===== config.mk =====
export PLATFORM = sky130hd
export DESIGN_NAME = muldiv_sequencer
export DESIGN_NICKNAME = d
export VERILOG_FILES = /design/src/rtl/muldiv_sequencer.sv
export SDC_FILE = /design/constraint.sdc
export NUM_CORES = 2
export LEC_CHECK = 0
export CAP_MARGIN = 20
export CORE_ASPECT_RATIO = 1.25
export CORE_UTILIZATION = 40
export CTS_BUF_LIST = sky130_fd_sc_hd__clkbuf_8
export DETAILED_ROUTE_END_ITERATION = 16
export SYNTH_ARGS = -nofsm -noshare
export SYNTH_HDL_FRONTEND = slang
export SYNTH_SLANG_ARGS = --single-unit
export TNS_END_PERCENT = 20

===== constraint.sdc =====
create_clock -name clk_i -period 12.8 [get_ports clk_i]
set_input_delay 1.28 -clock clk_i [delete_from_list [all_inputs] [get_ports clk_i]]
set_output_delay 1.28 -clock clk_i [all_outputs]
set_load 0.05 [all_outputs]

===== src/rtl/muldiv_sequencer.sv =====
// Multi-cycle unsigned multiply / restoring-divide sequencer with HI/LO result registers.
// busy_o stalls the pipeline while an operation is in flight; done_o pulses when HI/LO update.
module muldiv_sequencer #(
    parameter int DATA_W = 32,
    parameter int CNT_W  = 6
) (
    input  logic              clk_i,
    input  logic              rst_i,
    input  logic              start_i,
    input  logic [1:0]        op_i,
    input  logic [DATA_W-1:0] src1_i,
    input  logic [DATA_W-1:0] src2_i,
    input  logic              flush_i,
    output logic              busy_o,
    output logic              done_o,
    output logic [DATA_W-1:0] hi_o,
    output logic [DATA_W-1:0] lo_o,
    output logic              dbz_o
);

    localparam logic [1:0] S_IDLE = 2'd0;
    localparam logic [1:0] S_MULT = 2'd1;
    localparam logic [1:0] S_DIV  = 2'd2;
    localparam logic [1:0] S_DONE = 2'd3;

    localparam logic [1:0] OP_MULTU = 2'b01;
    localparam logic [1:0] OP_DIVU  = 2'b10;

    logic [1:0]          r_state;
    logic [2*DATA_W-1:0] r_prod;
    logic [DATA_W:0]     r_rem;
    logic [DATA_W-1:0]   r_quo;
    logic [DATA_W-1:0]   r_div;
    logic [CNT_W-1:0]    r_cnt;
    logic [DATA_W-1:0]   r_hi;
    logic [DATA_W-1:0]   r_lo;
    logic                r_dbz;

    logic                w_accept;
    logic [2*DATA_W-1:0] w_prod;
    logic [DATA_W:0]     w_rem_sh;
    logic                w_ge;
    logic [DATA_W:0]     w_rem_nx;
    logic [DATA_W-1:0]   w_quo_nx;

    assign w_accept = start_i && (op_i == OP_MULTU || op_i == OP_DIVU) &&
                      (r_state == S_IDLE || r_state == S_DONE);

    assign w_prod = {{DATA_W{1'b0}}, src1_i} * {{DATA_W{1'b0}}, src2_i};

    // One restoring step; r_rem's top bit stands in for the bit shifted out of the remainder.
    always_comb begin
        w_rem_sh = {r_rem[DATA_W-1:0], r_quo[DATA_W-1]};
        w_ge     = r_rem[DATA_W] || (w_rem_sh >= {1'b0, r_div});
        w_rem_nx = w_ge ? (w_rem_sh - {1'b0, r_div}) : w_rem_sh;
        w_quo_nx = {r_quo[DATA_W-2:0], w_ge};
    end

    always_ff @(posedge clk_i) begin
        if (!rst_i) begin
            r_state <= S_IDLE;
            r_prod  <= '0;
            r_rem   <= '0;
            r_quo   <= '0;
            r_div   <= '0;
            r_cnt   <= '0;
            r_hi    <= '0;
            r_lo    <= '0;
            r_dbz   <= 1'b0;
        end else begin
            case (r_state)
                S_IDLE, S_DONE: begin
                    if (w_accept) begin
                        r_dbz <= 1'b0;
                        if (op_i == OP_MULTU) begin
                            r_prod  <= w_prod;
                            r_state <= S_MULT;
                        end else begin
                            r_div   <= src2_i;
                            r_quo   <= src1_i;
                            r_rem   <= '0;
                            r_cnt   <= CNT_W'(DATA_W);
                            r_state <= S_DIV;
                        end
                    end else begin
                        r_state <= S_IDLE;
                    end
                end
                S_MULT: begin
                    if (flush_i) begin
                        r_state <= S_IDLE;
                    end else begin
                        {r_hi, r_lo} <= r_prod;
                        r_state      <= S_DONE;
                    end
                end
                S_DIV: begin
                    if (flush_i) begin
                        r_state <= S_IDLE;
                    end else if (r_div == '0) begin
                        // Dividend is still parked in r_quo, untouched by any iteration.
                        r_hi    <= r_quo;
                        r_lo    <= '1;
                        r_dbz   <= 1'b1;
                        r_state <= S_DONE;
                    end else begin
                        r_rem <= w_rem_nx;
                        r_quo <= w_quo_nx;
                        r_cnt <= r_cnt - CNT_W'(1);
                        if (r_cnt == CNT_W'(1)) begin
                            r_hi    <= w_rem_nx[DATA_W-1:0];
                            r_lo    <= w_quo_nx;
                            r_state <= S_DONE;
                        end
                    end
                end
                default: r_state <= S_IDLE;
            endcase
        end
    end

    assign busy_o = (r_state == S_MULT) || (r_state == S_DIV);
    assign done_o = (r_state == S_DONE);
    assign hi_o   = r_hi;
    assign lo_o   = r_lo;
    assign dbz_o  = r_dbz;

endmodule


### After elaboration in Yosys (flattened, before gate mapping)

Cells that the tools add are included.

* memories kept: 0
* register bits: 234
* memory bits (read-only): 0
* output and inout bits: 67
* input port bits: 70
* memory bits (writable): 0
* bits in latches: 0

* mux-type cells: 37
* reductions and logical operators: 16
* bitwise gates (word level): 1
* add/subtract/negate cells: 2
* equal/unequal tests: 14
* shifts and indexed selects: 0
* divide/modulo/power cells: 0
* magnitude comparators: 1
* multiply operators: 1

Operators by type and width (count)
* 2-to-1 mux 32 bit: 12
* one-hot mux 32 bit (2 select lines): 3
* 2-to-1 mux 33 bit: 5
* one-hot mux 33 bit (2 select lines): 1
* multiplier 32 x 32 -> 64 bit: 1
* >= comparator 33 x 32 -> 1 bit: 1
* subtractor 33 x 32 -> 33 bit: 1
* zero test 32 bit: 1
* 2-to-1 mux 6 bit: 4
* 2-to-1 mux 2 bit: 6
* != test 2 bit (second input constant): 6
* one-hot mux 6 bit (2 select lines): 1
* AND reduction 4 bit: 2
* equality test 2 bit (second input constant): 3
* equality test 6 x 1 -> 1 bit (second input constant): 1
* one-hot mux 2 bit (3 select lines): 1
* AND reduction 3 bit: 2
* subtractor 6 x 1 -> 6 bit (second input constant): 1
* AND reduction 5 bit: 1
* equality test 2 x 1 -> 1 bit (second input constant): 2
* logical OR 1 bit: 4
* != test 4 bit (second input constant): 1
* nonzero test 2 bit: 2
* 2-to-1 mux 1 bit: 3
* 6 further kinds: 7

### Longest topological paths before layout

* depth after elaboration: 7
* mapped depth: 30

### Worst setup path after synthesis

Ideal clock, no wire load.

* path type: input to register
* start: input src1_i[16]
* end: register r_prod[58]
* slack: 4.592 ns
* stages on the path: 25
* data arrival time: 8.129 ns
* setup time: 0.079 ns
* required time: 12.721 ns
* path through: clkbuf_1 and2_1 fa_1 inv_1 fa_1 fa_1 fa_1 inv_1 fa_1 inv_1 fa_1 inv_1 fa_1 fa_1 ha_1 and3_1 and4_1 and3_1 o21a_1 or3_4 a221oi_4 nor4_1 or2_4 a211o_1 o211ai_1

* word-level cells in the longest chain between the ends: 1

RTL lines
* start, declared: line 11 `input logic [DATA_W-1:0] src1_i,`
* multiplier 32 x 32 -> 64 bit: line 49 `assign w_prod = {{DATA_W{1'b0}}, src1_i} * {{DATA_W{1'b0}}, src2_i};`
* end signal, assigned: line 76 `r_prod <= w_prod;`
* end, declared: line 30 `logic [2*DATA_W-1:0] r_prod;`

No other way between the ends.
A chain may end at the register's enable or synchronous reset.

### Worst setup path in the final report

* start: input src1_i[22]
* end: register r_prod[59]

Same word-level chain as after synthesis.

==> out/summary.txt <==
Area contributors post-synth: fa_1 (40%), dfxtp_1 (10%), ha_1 (8.4%)
Worst reg2reg path startpoint: r_div[2]$_SDFFE_PN0P_
Full die area: 113000 um2
Arrival @ worst endpoint: 10090 ps
Largest area contributor in the netlist: fa_1
Initial drt markers: 2530
#FFs+latches synth: 234
Die Y: 375 um
Slowest cell delay on critical path: 1170 ps
CTS tree: yes
Mux contribution to synthesized area: 0.816%
Clock buffer count from CTS: 34
Hold Path Class: reg2reg
Storage element area: 4680 um2
Vias: 35416
Setup Buffers After CTS: 0
Hold buffer count at CTS: 0
Delay-heaviest family, CP: adder cells
Syn Area/Cell: 8.74 um2
DRC Markers: 0
Yosys cell types: 79
ANT nets after route: 0
Clock Latency Late Sink: 600 ps
Synth Net Count: 6373
Vias in the first global route: 37326
Fin. Hold Viols: 0
Synth-to-layout area growth: 7.53%
RSZ-0062 raised after global routing: false
Fmax: 0.104 GHz
Synthesized instance count: 5105
PostCTS Resize Cnt: 0
Pins over their slew limit: 0
Clk sinks: 234
DR vias/cell: 5.43
Critical Path Fanout Max: 18
Routed len/inst: 22.0 um
Number of synthesized flops with an enable pin: 0
Final clock skew: 38.1 ps
Fillers: 10936
CP Launch Type: input pin
Cell Area, Synth: 44600 um2
Hold Path Origin: r_prod[54]$_SDFFE_PN0P_
CP Class: in2reg
Die boundary width: 301 um
Row count: 136
Layout cell share with drive strength beyond 1: 3.57%
WP data required: 13260 ps
Core Area: 110000 um2
Total iterations of the first detailed-routing run: 7
WP buf/inv: 5
Total negative slack: 0 ps
Slew at the pin closest to its max-slew limit: 1220 ps
Synth Area in Simple Gates: 18.7%
Initial antenna violation count: 9
Final period util: 75.3%
Rel. slew slack: 18.7%
Fin nets: 6315
Status: finished, final reports clean
Critical Path Source: src1_i[22]
Final RePlAce weighted congestion: 0.925
First-pass GRT wire length: 222000 um
Xor and xnor area share after synthesis: 1.35%
Post-Route WL: 144000 um
HPWL Detailed: 104000 um
Yosys top cell area share: 40.2%
Maxcap violations: 0
Clock-pin slew on the worst setup and hold paths: 70 ps
IO Port Bufs: 136
H-tree depth: 2
Adder-Cell Fraction of Synth Area: 48.7%
Largest net degree at the start of global routing: 112
Most common cell on crit path: fa_1
Ys flop type: dfxtp_1
Area of the multi-input gates: 35400 um2
Ys Warns: 0
CP endpoint kind: flop
Synth Area in Compound Gates: 9.50%
Seq/Total Area, Yosys: 10.5%
Clock Root Buffer: clkbuf_8
Post-route minimum period: 9640 ps
Slowest CP cell: clkdlybuf4s50_1
Initial Utilization: 40.5%
Clk buf depth: 3
All-Layer GR Usage: 25.8%
I/O pins: 137
Largest family of logic cells by synthesized area: adder cells
Setup violators final: 0
GR Overflow Total: 0
Asr flop ratio synth: 0%
-- cell usage in the layout, fill, tap and decap left out, drive strengths merged, types with 12 or more instances in the layout --
cell           netlist  final
nand4               22     22
o211ai              67     67
clkbuf             297     43
fa                 897    897
clkdlybuf4s50        0    131
a21oi              205    205
buf                 15     87
nor3                34     34
dfxtp              234    234
and3                16     16
nor2               142    142
nand2              745    745
or3                 15     15
nand2b              14     14
xnor2               46     46
xor2                23     23
a211oi              20     20
mux2i               33     33
a21o                58     58
nand3               57     57
a31oi               69     69
and2               584    584
a222oi              32     32
nor2b               39     39
inv                916    928
nor4                14     14
o21bai              12     12
ha                 301    301
o21ai               95     95
-- sequential cells by signal (all words and copies together), names as in the netlist --
signal   count
r_prod      64
r_rem       33
hi_o        32
lo_o        32
r_div       32
r_quo       32
r_cnt        6
r_state      2
dbz_o        1
-- worst reg2reg max path, stage by stage (launching register included) --
cell and delay (ps):
dfxtp_1 360, inv_1 50, ha_1 370, nand3_1 260
o21bai_1 300, a21oi_2 170, nor3_1 100, o31a_1 450
o31ai_4 320, o22a_4 220, a21o_2 320, buf_4 520
mux2i_1 450, a31oi_1 140
-- routing by layer --
layer | track usage [%] | routed length (um) | vias up | part of all wire (%)
met4 | 12.2 | 7630 | 0 | 5.3
met5 | 0 | 0 | - | 0
li1 | - | - | 15641 | -
met3 | 3.07 | 8730 | 327 | 6.1
met1 | 31.2 | 55900 | 18180 | 39
met2 | 45.5 | 71500 | 1268 | 50
-- layout make-up --
cell class                      instances  share of cell area [%]
Tap cell                             1449                    3.78
Clock buffer                           43                    1.23
Inverter                              916                    7.17
Sequential cell                       234                    9.76
Antenna cell                            4                  0.0209
Clock inverter                         17                   0.240
Multi-Input combinational cell       3643                    73.7
Timing Repair Buffer                  218                    4.11
-- final timing paths --
| check | slack [ps] | endpoint | depth (start not counted) |
|---|---|---|---|
| setup / recovery | 3160 | r_prod[59]$_SDFFE_PN0P_ | 25 |
| hold / removal | 440 | r_prod[54]$_SDFFE_PN0P_ | 2 |
| setup reg to reg | 8600 | hi_o[14]$_SDFFE_PN0P_ | 13 |
| hold reg to reg | 440 | r_prod[54]$_SDFFE_PN0P_ | 2 |
-- cells in the mapped netlist, types with 15 or more instances --
| cell | count |
|---|---|
| nand4_1 | 22 |
| clkbuf_1 | 297 |
| o21ai_1 | 40 |
| nand3_1 | 57 |
| a222oi_1 | 32 |
| o21ai_0 | 55 |
| and2_1 | 584 |
| nand2_1 | 745 |
| nor2_1 | 142 |
| a21oi_1 | 200 |
| mux2i_1 | 33 |
| dfxtp_1 | 234 |
| nor3_1 | 34 |
| xor2_1 | 23 |
| o211ai_1 | 67 |
| fa_1 | 897 |
| nor2b_1 | 39 |
| ha_1 | 301 |
| a21o_1 | 58 |
| a211oi_1 | 17 |
| and3_1 | 15 |
| a31oi_1 | 69 |
| xnor2_1 | 46 |
| inv_1 | 916 |
-- per-stage QoR --
| step | std cells | util, % | setup slack [ps] | hold WS [ps] | area [um2] |
|---|---|---|---|---|---|
| 3_3_place_gp | 6459 | 42.8 | 2790 | 433 | 47200 |
| 4_1_cts | 6519 | 43.5 | 3250 | 449 | 48000 |
| 6_report | 6524 | 43.5 | 3160 | 443 | 48000 |
| 2_1_floorplan | 5105 | - | 4590 | 417 | 44600 |
| 3_5_place_dp | 6459 | 42.8 | 2660 | 439 | 47200 |
| 5_1_grt | 6522 | 43.5 | 2850 | 460 | 48000 |
-- cell families after synthesis --
| kind of cell | after synthesis |
|---|---|
| simple gates | 1702 |
| mux | 36 |
| flops | 234 |
| buf+inv | 1228 |
| compound gates | 638 |
| fa+ha+maj | 1198 |
| xor+xnor | 69 |
Power is not shown: default switching activity piles up to over one toggle a cycle in this logic, so the estimate is an artifact.
